===== config.mk =====
export PLATFORM = sky130hd
export DESIGN_NAME = uart_rx_flat
export DESIGN_NICKNAME = d
export VERILOG_FILES = /design/src/rtl/uart_rx_if.sv /design/src/rtl/uart_rx.sv /design/src/flat_wrapper.sv
export SDC_FILE = /design/constraint.sdc
export NUM_CORES = 1
export LEC_CHECK = 0
export CORE_MARGIN = 4
export CORE_UTILIZATION = 50
export DETAILED_ROUTE_END_ITERATION = 16
export DONT_BUFFER_PORTS = 1
export GPL_ROUTABILITY_DRIVEN = 1
export PLACE_DENSITY = 0.71
export SYNTH_ARGS = -nofsm -noshare
export SYNTH_HDL_FRONTEND = slang
export SYNTH_SLANG_ARGS = --single-unit

===== constraint.sdc =====
create_clock -name clk_i -period 3.7 [get_ports clk_i]
set_clock_uncertainty 0.15 [all_clocks]
set_input_delay 0.185 -clock clk_i [delete_from_list [all_inputs] [get_ports clk_i]]
set_output_delay 0.185 -clock clk_i [all_outputs]
set_load 0.1 [all_outputs]

===== src/rtl/uart_rx_if.sv =====
// Received-word handshake between the UART receiver and its consumer.
// A word is offered with valid and is consumed on a cycle where ready is high.
interface uart_rx_if;
    logic [7:0] rx_data_o;
    logic       rx_valid_o;
    logic       rx_ready_i;
    logic       rx_parity_err_o;
    logic       rx_frame_err_o;
    logic       rx_overrun_o;

    modport master (
        output rx_data_o,
        output rx_valid_o,
        output rx_parity_err_o,
        output rx_frame_err_o,
        output rx_overrun_o,
        input  rx_ready_i
    );

    modport slave (
        input  rx_data_o,
        input  rx_valid_o,
        input  rx_parity_err_o,
        input  rx_frame_err_o,
        input  rx_overrun_o,
        output rx_ready_i
    );
endinterface


===== src/rtl/uart_rx.sv =====
// Configurable UART receiver: 5-8 data bits, optional even parity, 1 or 2 stop bits.
// Finished words are held on a valid/ready interface with an overrun pulse.
module uart_rx (
    input  logic        clk_i,
    input  logic        rst_i,
    input  logic        rx_i,
    input  logic        cfg_en_i,
    input  logic [15:0] cfg_div_i,
    input  logic        cfg_parity_en_i,
    input  logic [1:0]  cfg_bits_i,
    input  logic        cfg_stop_bits_i,
    output logic        busy_o,
    uart_rx_if.master   rx_if
);
    typedef enum logic [2:0] {
        IDLE,
        START_BIT,
        DATA,
        PARITY,
        STOP_BIT_FIRST,
        STOP_BIT_LAST
    } state_t;

    state_t      state_q;
    logic        rx_meta_q;
    logic        rx_sync_q;
    logic [15:0] cnt_q;
    logic [2:0]  bit_idx_q;
    logic [7:0]  shift_q;
    logic        par_q;
    logic        perr_q;
    logic        ferr_q;
    logic        done_q;
    logic [7:0]  data_q;
    logic        valid_q;
    logic        perr_out_q;
    logic        ferr_out_q;
    logic        ovr_q;

    logic        full_tick_d;
    logic        half_tick_d;
    logic        last_bit_d;

    assign full_tick_d = (cnt_q == cfg_div_i);
    assign half_tick_d = (cnt_q == (cfg_div_i >> 1));
    assign last_bit_d  = (bit_idx_q == ({1'b0, cfg_bits_i} + 3'd4));

    always_ff @(posedge clk_i) begin
        if (rst_i) begin
            rx_meta_q <= 1'b1;
            rx_sync_q <= 1'b1;
        end else begin
            rx_meta_q <= rx_i;
            rx_sync_q <= rx_meta_q;
        end
    end

    // Frame FSM; the baud counter restarts at every state entry and every data bit.
    always_ff @(posedge clk_i) begin
        if (rst_i) begin
            state_q   <= IDLE;
            cnt_q     <= 16'd0;
            bit_idx_q <= 3'd0;
            shift_q   <= 8'd0;
            par_q     <= 1'b0;
            perr_q    <= 1'b0;
            ferr_q    <= 1'b0;
            done_q    <= 1'b0;
        end else begin
            done_q <= 1'b0;
            cnt_q  <= cnt_q + 16'd1;
            if (!cfg_en_i) begin
                state_q <= IDLE;
                cnt_q   <= 16'd0;
            end else begin
                case (state_q)
                    IDLE: begin
                        cnt_q <= 16'd0;
                        if (!rx_sync_q) begin
                            state_q   <= START_BIT;
                            bit_idx_q <= 3'd0;
                            shift_q   <= 8'd0;
                            par_q     <= 1'b0;
                            perr_q    <= 1'b0;
                            ferr_q    <= 1'b0;
                        end
                    end
                    START_BIT: begin
                        if (half_tick_d) begin
                            cnt_q   <= 16'd0;
                            state_q <= rx_sync_q ? IDLE : DATA;
                        end
                    end
                    DATA: begin
                        if (full_tick_d) begin
                            cnt_q              <= 16'd0;
                            shift_q[bit_idx_q] <= rx_sync_q;
                            par_q              <= par_q ^ rx_sync_q;
                            bit_idx_q          <= bit_idx_q + 3'd1;
                            if (last_bit_d)
                                state_q <= cfg_parity_en_i ? PARITY : STOP_BIT_FIRST;
                        end
                    end
                    PARITY: begin
                        if (full_tick_d) begin
                            cnt_q   <= 16'd0;
                            perr_q  <= par_q ^ rx_sync_q;
                            state_q <= STOP_BIT_FIRST;
                        end
                    end
                    STOP_BIT_FIRST: begin
                        if (full_tick_d) begin
                            cnt_q  <= 16'd0;
                            ferr_q <= ~rx_sync_q;
                            if (cfg_stop_bits_i) begin
                                state_q <= STOP_BIT_LAST;
                            end else begin
                                state_q <= IDLE;
                                done_q  <= 1'b1;
                            end
                        end
                    end
                    STOP_BIT_LAST: begin
                        if (full_tick_d) begin
                            cnt_q   <= 16'd0;
                            ferr_q  <= ferr_q | ~rx_sync_q;
                            state_q <= IDLE;
                            done_q  <= 1'b1;
                        end
                    end
                    default: state_q <= IDLE;
                endcase
            end
        end
    end

    // Output holding register: a completion overwrites any word still waiting.
    always_ff @(posedge clk_i) begin
        if (rst_i) begin
            data_q     <= 8'd0;
            valid_q    <= 1'b0;
            perr_out_q <= 1'b0;
            ferr_out_q <= 1'b0;
            ovr_q      <= 1'b0;
        end else begin
            ovr_q <= 1'b0;
            if (done_q) begin
                data_q     <= shift_q;
                perr_out_q <= perr_q;
                ferr_out_q <= ferr_q;
                valid_q    <= 1'b1;
                ovr_q      <= valid_q & ~rx_if.rx_ready_i;
            end else if (rx_if.rx_ready_i) begin
                valid_q <= 1'b0;
            end
        end
    end

    assign busy_o                = (state_q != IDLE);
    assign rx_if.rx_data_o       = data_q;
    assign rx_if.rx_valid_o      = valid_q;
    assign rx_if.rx_parity_err_o = perr_out_q;
    assign rx_if.rx_frame_err_o  = ferr_out_q;
    assign rx_if.rx_overrun_o    = ovr_q;
endmodule


===== src/flat_wrapper.sv =====
// flat-port wrapper written by rule: the top's interface ports become plain ports
module uart_rx_flat 
  (clk_i, rst_i, rx_i, cfg_en_i, cfg_div_i, cfg_parity_en_i, cfg_bits_i, cfg_stop_bits_i, busy_o, rx_if_rx_data_o, rx_if_rx_valid_o, rx_if_rx_parity_err_o, rx_if_rx_frame_err_o, rx_if_rx_overrun_o, rx_if_rx_ready_i);
  uart_rx_if rx_if_i ();
  input  logic clk_i;
  input  logic rst_i;
  input  logic rx_i;
  input  logic cfg_en_i;
  input  logic [15:0] cfg_div_i;
  input  logic cfg_parity_en_i;
  input  logic [1:0] cfg_bits_i;
  input  logic cfg_stop_bits_i;
  output logic busy_o;
  output wire logic [$bits(rx_if_i.rx_data_o)-1:0] rx_if_rx_data_o;
  output wire logic [$bits(rx_if_i.rx_valid_o)-1:0] rx_if_rx_valid_o;
  output wire logic [$bits(rx_if_i.rx_parity_err_o)-1:0] rx_if_rx_parity_err_o;
  output wire logic [$bits(rx_if_i.rx_frame_err_o)-1:0] rx_if_rx_frame_err_o;
  output wire logic [$bits(rx_if_i.rx_overrun_o)-1:0] rx_if_rx_overrun_o;
  input wire logic [$bits(rx_if_i.rx_ready_i)-1:0] rx_if_rx_ready_i;
  assign rx_if_rx_data_o = rx_if_i.rx_data_o;
  assign rx_if_rx_valid_o = rx_if_i.rx_valid_o;
  assign rx_if_rx_parity_err_o = rx_if_i.rx_parity_err_o;
  assign rx_if_rx_frame_err_o = rx_if_i.rx_frame_err_o;
  assign rx_if_rx_overrun_o = rx_if_i.rx_overrun_o;
  assign rx_if_i.rx_ready_i = rx_if_rx_ready_i;
  uart_rx u_core (.clk_i(clk_i), .rst_i(rst_i), .rx_i(rx_i), .cfg_en_i(cfg_en_i), .cfg_div_i(cfg_div_i), .cfg_parity_en_i(cfg_parity_en_i), .cfg_bits_i(cfg_bits_i), .cfg_stop_bits_i(cfg_stop_bits_i), .busy_o(busy_o), .rx_if(rx_if_i));
endmodule

==> impl_metrics.toml, run 1 <==
[global_routing]
antenna_found_initial = 0
grt_usage_pct = 18.0
gr-total-overflow = 0
grt_pass1_vias = 1937
grt_pass1_wl_microns = 9090
grt_max_degree = 20

[synth]
synth-simple-area-share_pct = 24.2
synth_area_leaders = "dfxtp_1 (37%), xor2_1 (13%), mux2i_1 (7.8%)"
syn_avg_cell_area_sq_um = 8.88
ys_types = 40
synth_edf_count = 0
synth_largest_area_cell = "dfxtp_1"
yosysSeqAreaShare_pct = 37.5
synth.ff_latch_count = 48
synth_compound_area_share_pct = 6.78
synth.top_cells.by_count = "dfxtp_1 (48), nor2_1 (41), xor2_1 (38)"
synth_top_family_by_area = "simple AND/OR/NAND/NOR gates"
ys_warn_count = 0
synth-xor-area-share_pct = 17.0
synth_ff_type = "dfxtp_1"
synth_area_sq_mm = 0.00256
synthCells = 289
synth_top_area_share_pct = 37.5
synth_nets = 316
synth_mux_area_share_pct = 7.80
yosysMostFrequentCell = "dfxtp_1"
synthArstFlopShare_pct = 0
synth_fa_ha_area_share_pct = 0.976

[timing]
hold_viol = 0
rsz0062_at_grt = "false"
postLayoutSetupSlackWorst_ns = 1.42
fin_crit_ns = 2.28
setup_tns_ns = 0
worst_pin_slew_ns = 1.02
fmax_mhz = 439
maxSlewHeadroom_pct = 32.1
setup_violations = 0
drv_slew = 0
period_share_pct = 61.5

[routing]
num_vias = 1940
drtIter0Drc = 138
drc = 0
vias_per_cell = 5.48
dr.pass1.iters = 4
drt_wl_total_microns = 5210
wl_per_cell_microns = 14.7
antenna_left = 0

[cts]
cts_inserted_buffers = 5
holdBufCountCts = 6
cts_tree = "built"
cts.sinks = 48
clk_latency_ns = 0.30
ctsResizeCount = 0
cts_setup_buffers = 0
clk_pin_slew_ns = 0.09
cts_htree_levels = 2
cts_max_path_buffers = 2
clock-root-buffer = "clkbuf_8"

[finish]
fin_nets = 313
antenna_cells = 0
syn2layout_area_growth_pct = 5.51
drive_gt1_share_pct = 6.97

[floorplanning]
die_w_microns = 79.6
die-height_microns = 79.6
rows = 25
core_area_sq_mm = 0.00485
die-area_sq_mm = 0.00634
start_util_pct = 52.9
ios = 38

[critical_path]
path_class = "register to register"
crit_required_ns = 3.78
slowest_delay_ns = 0.48
crit_chain = "xor2_1 -> nor4_2 -> and4_1 -> a21oi_4 -> nor4_1 -> mux2i_1"
cp-start-kind = "register"
critPathCaptureType = "register"
path_buf_inv = 0
reg2reg_depth = 6
cp.depth = 6
arrival_ns = 2.35
critPathTopFamily = "simple AND/OR/NAND/NOR gates"
crit_fanout = 9
critical-path-slowest-cell = "dfxtp_1"

[placement]
dp_slack_ns = 1.45
io_buffers = 0
gp_congestion = 0.858
post-dp-hpwl_microns = 3760

[worst_hold_path]
min_delay_path_depth = 3
min_path_type = "input pin to register"

[pwr]
powerDensity_mw_per_mm2 = 351
worst_ir_drop_vdd_mv = 0.229
p_total_mw = 0.950
p_leak_nw = 1.01

[outcome]
status = "finished, final reports clean"

[run]
cap_violations = 0
## worst register-to-register path: cells and delay by family (launching register included)
kind	cells	cell delay, ns
DFF	1	0.48
xor gates and xnor gates	1	0.13
and+or+nand+nor	3	1.08
AOI/OAI and AO/OA	1	0.15
muxes	1	0.23
## layer usage
| layer | routed length (microns) | GRT usage (%) |
|---|---|---|
| met1 | 2490 | 24.8 |
| met2 | 2190 | 26.4 |
| met3 | 452 | 5.08 |
| met4 | 75 | 6.70 |
| met5 | 0 | 0 |
## through the flow
stage | util (%) | area (sq um) | hold slack [ns] | instances
after detailed placement | 52.4 | 2540 | 0.113 | 340
after global placement | 52.4 | 2540 | 0.111 | 340
final | 55.8 | 2710 | 0.0137 | 354
after CTS | 55.8 | 2710 | 0.00403 | 354
after global routing | 55.8 | 2710 | 0.0306 | 354
after floorplan | - | 2560 | 0.113 | 289
## cells in the final DEF (no fill, tap or decap), drive strengths merged, types with 7 or more instances in the layout
cell type,count
o21ai,7
nor4,14
nand4,10
mux2i,20
xor2,40
xnor2,8
nand2,22
dfxtp,48
nor2,41
a21oi,8
inv,8
nand3,9
## cell type report
class / instances / area [sq um]
fillers: 441 / 2140
multi-input cells: 216 / 1460
flip-flops and latches: 48 / 961
well taps: 67 / 83.8
clock buffers: 6 / 72.6
repair buffers: 7 / 67.6
clock inverters: 2 / 35.0
inverters: 8 / 30.0
## flip-flops by register name, summed over array words and instances (netlist names), 3 cells and up
signal / count
u_core.bit_idx_q: 3
u_core.state_q: 3
u_core.shift_q: 8
u_core.cnt_q: 16
u_core.rx_if.rx_data_o: 8
## path summary, 6_finish.rpt
check / end / start / slack, ns
setup / recovery: u_core.shift_q[6] / u_core.cnt_q[3] / 1.42
hold / removal: u_core.perr_q / cfg_en_i / 0.01
setup reg to reg: u_core.shift_q[6] / u_core.cnt_q[3] / 1.42
hold reg to reg: u_core.rx_sync_q / u_core.rx_meta_q / 0.26
## cells by family after synthesis
| family | after synthesis |
|---|---|
| AOI/OAI and AO/OA | 26 |
| and+or+nand+nor | 120 |
| buffers and inverters | 25 |
| adders and majority gates | 2 |
| muxes | 20 |
| xor gates and xnor gates | 48 |
| DFF | 48 |
## where the power goes
part / internal (mW) / switching, mW / total, mW
sequential: 0.518 / 0.00340 / 0.522
clock: 0.201 / 0.171 / 0.371
combinational: 0.0227 / 0.0336 / 0.0563
(Power assumes the default switching activity.)
==> inputs of run 2 (changes only) <==
- ABC_AREA: unset -> 1
- PLACE_DENSITY: 0.71 -> 0.74
- clock period: 3.7 -> 1.96 ns (I/O delays scaled with it)
==> run 2 against run 1 <==
Effect of this change:
- total power grew 120%
- register-to-register slack got worse by 1.3 ns
- worst setup slack got worse by 1.3 ns
- largest cell class unchanged
==> impl_metrics.toml, run 2 <==
[outcome]
status = "finished, final reports clean"

[cts]
clock-root-buffer = "clkbuf_8"
cts_inserted_buffers = 5
clk_pin_slew_ns = 0.09
clk_latency_ns = 0.30
cts_max_path_buffers = 2
cts.sinks = 48
cts_tree = "built"
cts_htree_levels = 2

[global_routing]
grt_max_degree = 18
grt_usage_pct = 20.2
grt_pass1_wl_microns = 10600
grt_pass1_vias = 2496
gr-total-overflow = 0
antenna_found_initial = 0

[synth]
synth_ff_type = "dfxtp_1"
synth_area_sq_mm = 0.00274
synth.ff_latch_count = 48
synth_largest_area_cell = "dfxtp_1"
yosysMostFrequentCell = "nand2_1"
synth_top_area_share_pct = 35.1
synth_edf_count = 0
ys_types = 28
synth.top_cells.by_count = "nand2_1 (149), inv_1 (75), nor2_1 (59)"
yosysSeqAreaShare_pct = 35.1
syn_avg_cell_area_sq_um = 6.02
synthArstFlopShare_pct = 0
ys_warn_count = 0
synth_nets = 481
synthCells = 454
synth_area_leaders = "dfxtp_1 (35%), nand2_1 (20%), inv_1 (10%)"

[finish]
largest-register = "u_core.cnt_q"
syn2layout_area_growth_pct = 24.0
final_cell_mix = "nand2_1 (134), inv_1 (66), nor2_1 (48)"
antenna_cells = 0
largest_reg_flops = 16
drive_gt1_share_pct = 23.7
utilization_pct = 65.1
fin_nets = 525
layout_commonest_cell = "nand2_1"

[critical_path]
arrival_ns = 1.94
crit_required_ns = 2.05
crit_fanout = 6
cp-start-kind = "register"
r2r_end = "u_core.state_q[1]"
r2r-start = "u_core.cnt_q[1]"
critPathCaptureType = "register"
r2r_setup_slack_ns = 0.12
reg2reg_depth = 12
path_class = "register to register"

[worst_hold_path]
hp-start = "cfg_div_i[13]"
min_delay_path_depth = 7
hold-path-endpoint = "u_core.done_q"
min_path_type = "input pin to register"

[routing]
drc = 0
dr.pass1.iters = 5
drtIter0Drc = 140
drt_wl_total_microns = 6790
wl_per_cell_microns = 12.0
antenna_left = 0
vias_per_cell = 5.06
num_vias = 2874

[timing]
setup_violations = 0
worst_pin_slew_ns = 0.373
period_share_pct = 94.1
maxSlewHeadroom_pct = 75.0
drv_slew = 0
fin_crit_ns = 1.84
fmax_mhz = 542
hold_viol = 0
rsz0062_at_grt = "true"

[pwr]
power_frac_comb_pct = 24.9
p_seq_share_pct = 48.2
p_leak_nw = 1.67
clkPwrFrac_pct = 27.0
p_sw_mw = 0.713
switching_share_pct = 33.5
worst_ir_drop_vdd_mv = 0.496
p_total_mw = 2.13
powerDensity_mw_per_mm2 = 628
p_int_mw = 1.42

[run]
cap_violations = 0

[floorplanning]
ios = 38
start_util_pct = 52.5
rows = 26
die_w_microns = 82.0
core_area_sq_mm = 0.00520
die-area_sq_mm = 0.00672
die-height_microns = 82.0

[placement]
io_buffers = 0
post-dp-hpwl_microns = 4820
gp_congestion = 0.932
## run 2: changes by cell type after synthesis, sizes merged, moves of 7 or more
cell	delta
nor2	+20
inv	+73
nor4	-13
a21oi	+10
nand2	+136
nor3	+8
o21ai	+20
buf	-7
xor2	-32
mux2i	-20
## run 2: metal layers
| layer | wire length [microns] | GRT usage (%) | vias to the layer above |
|---|---|---|---|
| met5 | 0 | 0 | - |
| met4 | 116 | 6.15 | 0 |
| met3 | 467 | 4.71 | 12 |
| met2 | 3170 | 31.6 | 101 |
| met1 | 3040 | 27.6 | 1287 |
| li1 | - | - | 1474 |
## run 2: worst max-delay path, cell delays in order (launching register included)
cell,delay [ns]
dfxtp_4,0.38
inv_2,0.04
nand2_1,0.05
nand2_1,0.05
nor2_1,0.11
nand2_1,0.12
nor2_4,0.16
nand2_4,0.10
nand2_4,0.10
nand4_1,0.23
nand2_1,0.14
nand2_1,0.05
nor2_1,0.10
## run 2: worst max path at each step
stage | start | to | slack, ns | cells past startpoint
CTS | u_core.cnt_q[2] | u_core.cnt_q[11] | 0.02 | 10
global route | u_core.cnt_q[1] | u_core.state_q[1] | -0.05 | 12
finish | u_core.cnt_q[1] | u_core.state_q[1] | 0.12 | 12
floorplan | u_core.state_q[0] | u_core.ferr_q | 0.18 | 8
global placement | u_core.cnt_q[2] | u_core.cnt_q[11] | 0.04 | 10
detailed placement | u_core.cnt_q[14] | u_core.cnt_q[6] | 0.01 | 11
## run 2: layout make-up
type                    count  area [sq um]
clock buffers               5          68.8
clock inverters             2          12.5
fillers                   470          1810
inverters                  82           313
multi-input cells         317          1550
flip-flops and latches     48           991
well taps                  70          87.6
repair buffers             44           372
## run 2: per-stage QoR
step | cell area [sq um] | worst slack [ns] | hold slack, ns | setup TNS [ns] | instances
2_1_floorplan | 2740 | 0.182 | 0.0171 | 0 | 454
3_3_place_gp | 3070 | 0.0388 | 0.0191 | 0 | 553
3_5_place_dp | 3070 | 0.0129 | 0.0202 | 0 | 553
4_1_cts | 3220 | 0.0217 | 0.0892 | 0 | 567
5_1_grt | 3390 | -0.0489 | 0.167 | -0.0718 | 568
6_report | 3390 | 0.116 | 0.118 | 0 | 568
## run 2: kinds of logic after synthesis
kind of cell / synth area share (%)
flip-flops: 35.1
XOR/XNOR: 3.52
AND/OR/NAND/NOR: 38.1
AO/OA/AOI/OAI: 9.70
adder cells (fa/ha/maj): 0.915
buffers and inverters: 12.7
## run 2: repair_timing
item                                    in CTS  in global routing
buffers inserted                             0                  2
endpoints found under the setup margin       7                 30
pin swaps                                    0                 27
endpoints found under the hold margin       11                  0
hold buffers                                 7                  0
gates resized for setup                      2                 68
## run 2: power groups by stage
stage,clock network (mW),registers (mW),logic (mW)
5_1_grt,0.636,1.03,0.586
6_report,0.574,1.03,0.529
2_1_floorplan,0,1.04,0.370
3_5_place_dp,0,1.05,0.465
3_3_place_gp,0,1.05,0.461
4_1_cts,0.592,1.03,0.483
==> inputs of run 3 (changes only) <==
- PLACE_DENSITY: 0.74 -> 0.71
- clock period: 1.96 -> 2.2 ns (I/O delays scaled with it)
==> run 3 against run 2 <==
Effect of this change:
- first-iteration DRC count up 47%
- core utilization shrank 6.4 points
- non-clock buffer count fell by 23
- maximum frequency fell by 7.4%
- clock power is 11% lower
- critical endpoint is now u_core.cnt_q[6]
- highest routed layer unchanged
==> impl_metrics.toml, run 3 (synthesized netlist as in run 2, its figures left out) <==
[critical_path]
arrival_ns = 2.04
slowest_delay_ns = 0.46
cpMostUsedCell = "nand2_1"
crit_chain = "inv_2 -> nand2_1 -> nand2_1 -> nor2_1 -> nand2_1 -> nor2_2 -> nand2_2 -> o21ai_1 -> nand3_4 -> nand2_4 -> nor2_1"
cp-start-kind = "register"
crit_fanout = 10
critical-path-slowest-cell = "dfxtp_1"
r2r_end = "u_core.cnt_q[6]"
critPathCaptureType = "register"
crit_required_ns = 2.25
path_class = "register to register"
crit_start = "u_core.cnt_q[4]"
r2r_setup_slack_ns = 0.21
critPathTopFamily = "simple AND/OR/NAND/NOR gates"
r2r-start = "u_core.cnt_q[4]"
cp.depth = 11
worstSetupEndpoint = "u_core.cnt_q[6]"
path_buf_inv = 1
reg2reg_depth = 11

[global_routing]
grt_pass1_wl_microns = 10400
grt_max_degree = 20
met1_usage_pct = 27.4
met2_usage_pct = 30.5
grt_usage_pct = 19.9
top_usage_layer = "met2"
gr-total-overflow = 0
antenna_found_initial = 0
grtUsageMet3_pct = 5.59
grt_pass1_vias = 2323

[floorplanning]
die-area_sq_mm = 0.00672
start_util_pct = 52.5
core_area_sq_mm = 0.00520
ios = 38
die_w_microns = 82.0
rows = 26
die-height_microns = 82.0

[placement]
gp_congestion = 0.911
dp_slack_ns = 0.196
post-dp-hpwl_microns = 4630
io_buffers = 0

[timing]
worst_pin_slew_ns = 0.595
setup_violations = 0
drv_slew = 0
hold_viol = 0
holdWs_ns = 0.0296
postLayoutSetupSlackWorst_ns = 0.209
period_share_pct = 90.5
fin_crit_ns = 1.99
maxSlewHeadroom_pct = 60.3
fmax_mhz = 502

[cts]
cts.sinks = 48
clk_latency_ns = 0.30
clk_pin_slew_ns = 0.09
cts_tree = "built"
cts_htree_levels = 2
clock-root-buffer = "clkbuf_8"
cts_inserted_buffers = 5
cts_max_path_buffers = 2

[finish]
utilization_pct = 58.8
syn2layout_area_growth_pct = 11.8
multi_input_area_sq_mm = 0.00145
layout_commonest_cell = "nand2_1"
antenna_cells = 0
largest-register = "u_core.cnt_q"
seqCellArea_sq_um = 961
fill_cells = 526
largest_reg_flops = 16
fin_nets = 502
drive_gt1_share_pct = 9.68
final_cell_mix = "nand2_1 (149), inv_1 (74), nor2_1 (58)"

[routing]
vias_per_cell = 4.83
drc = 0
dr.pass1.iters = 4
drtIter0Drc = 206
drt_wl_total_microns = 6130
antenna_left = 0
wl_per_cell_microns = 11.2
num_vias = 2633

[pwr]
p_leak_nw = 1.51
p_total_mw = 1.85
worst_ir_drop_vdd_mv = 0.468
powerDensity_mw_per_mm2 = 604

[run]
cap_violations = 0

[worst_hold_path]
min_path_type = "input pin to register"
min_delay_path_depth = 3

[outcome]
status = "finished, final reports clean"
run 3: power breakdown:
part	switching [mW]	internal, mW	leakage [nW]	total (mW)
clock	0.297	0.216	0.0400	0.513
sequential	0.0245	0.892	0.387	0.916
combinational	0.292	0.127	1.08	0.419
total	0.613	1.24	1.51	1.85
run 3: layer usage:
| layer | part of all wire (%) | vias to the layer above | wire (microns) |
|---|---|---|---|
| met5 | 0 | - | 0 |
| met4 | 0.85 | 0 | 52 |
| met3 | 6.4 | 7 | 395 |
| met2 | 44 | 60 | 2690 |
| met1 | 49 | 1146 | 2980 |
| li1 | - | 1420 | - |
run 3: how the worst min path moves through the flow:
stage,start,to
2_1_floorplan,rst_i,u_core.bit_idx_q[1]
3_3_place_gp,rst_i,u_core.bit_idx_q[1]
3_5_place_dp,rst_i,u_core.bit_idx_q[1]
4_1_cts,rst_i,u_core.rx_if.rx_data_o[1]
5_1_grt,rst_i,u_core.rx_if.rx_data_o[6]
6_report,rst_i,u_core.rx_if.rx_data_o[1]
run 3: stage by stage:
| stage | instance area, sq um | setup TNS (ns) | cells |
|---|---|---|---|
| 3_5_place_dp | 2900 | 0 | 532 |
| 4_1_cts | 3040 | 0 | 545 |
| 2_1_floorplan | 2740 | 0 | 454 |
| 3_3_place_gp | 2900 | 0 | 532 |
| 6_report | 3060 | 0 | 545 |
| 5_1_grt | 3060 | -0.000110 | 545 |
run 3: what timing repair did:
item                       in CTS  in global routing
setup buffers                   0                  0
hold buffers                    6                  0
setup endpoints to repair       0                 18
gates resized for setup         0                  5
hold endpoints to repair       12                  0
run 3: layout make-up:
cell class | count | area share, %
Timing Repair Buffer | 21 | 5.65
Tap cell | 70 | 2.86
Multi-Input combinational cell | 317 | 47.3
Inverter | 82 | 10.1
Clock inverter | 2 | 0.409
Sequential cell | 48 | 31.4
Clock buffer | 5 | 2.25
run 3: tightest hold or removal path, delay by kind of cell:
kind	cells	cell delay, ns
AOI/OAI and AO/OA	2	0.18
buffers and inverters	1	0.15
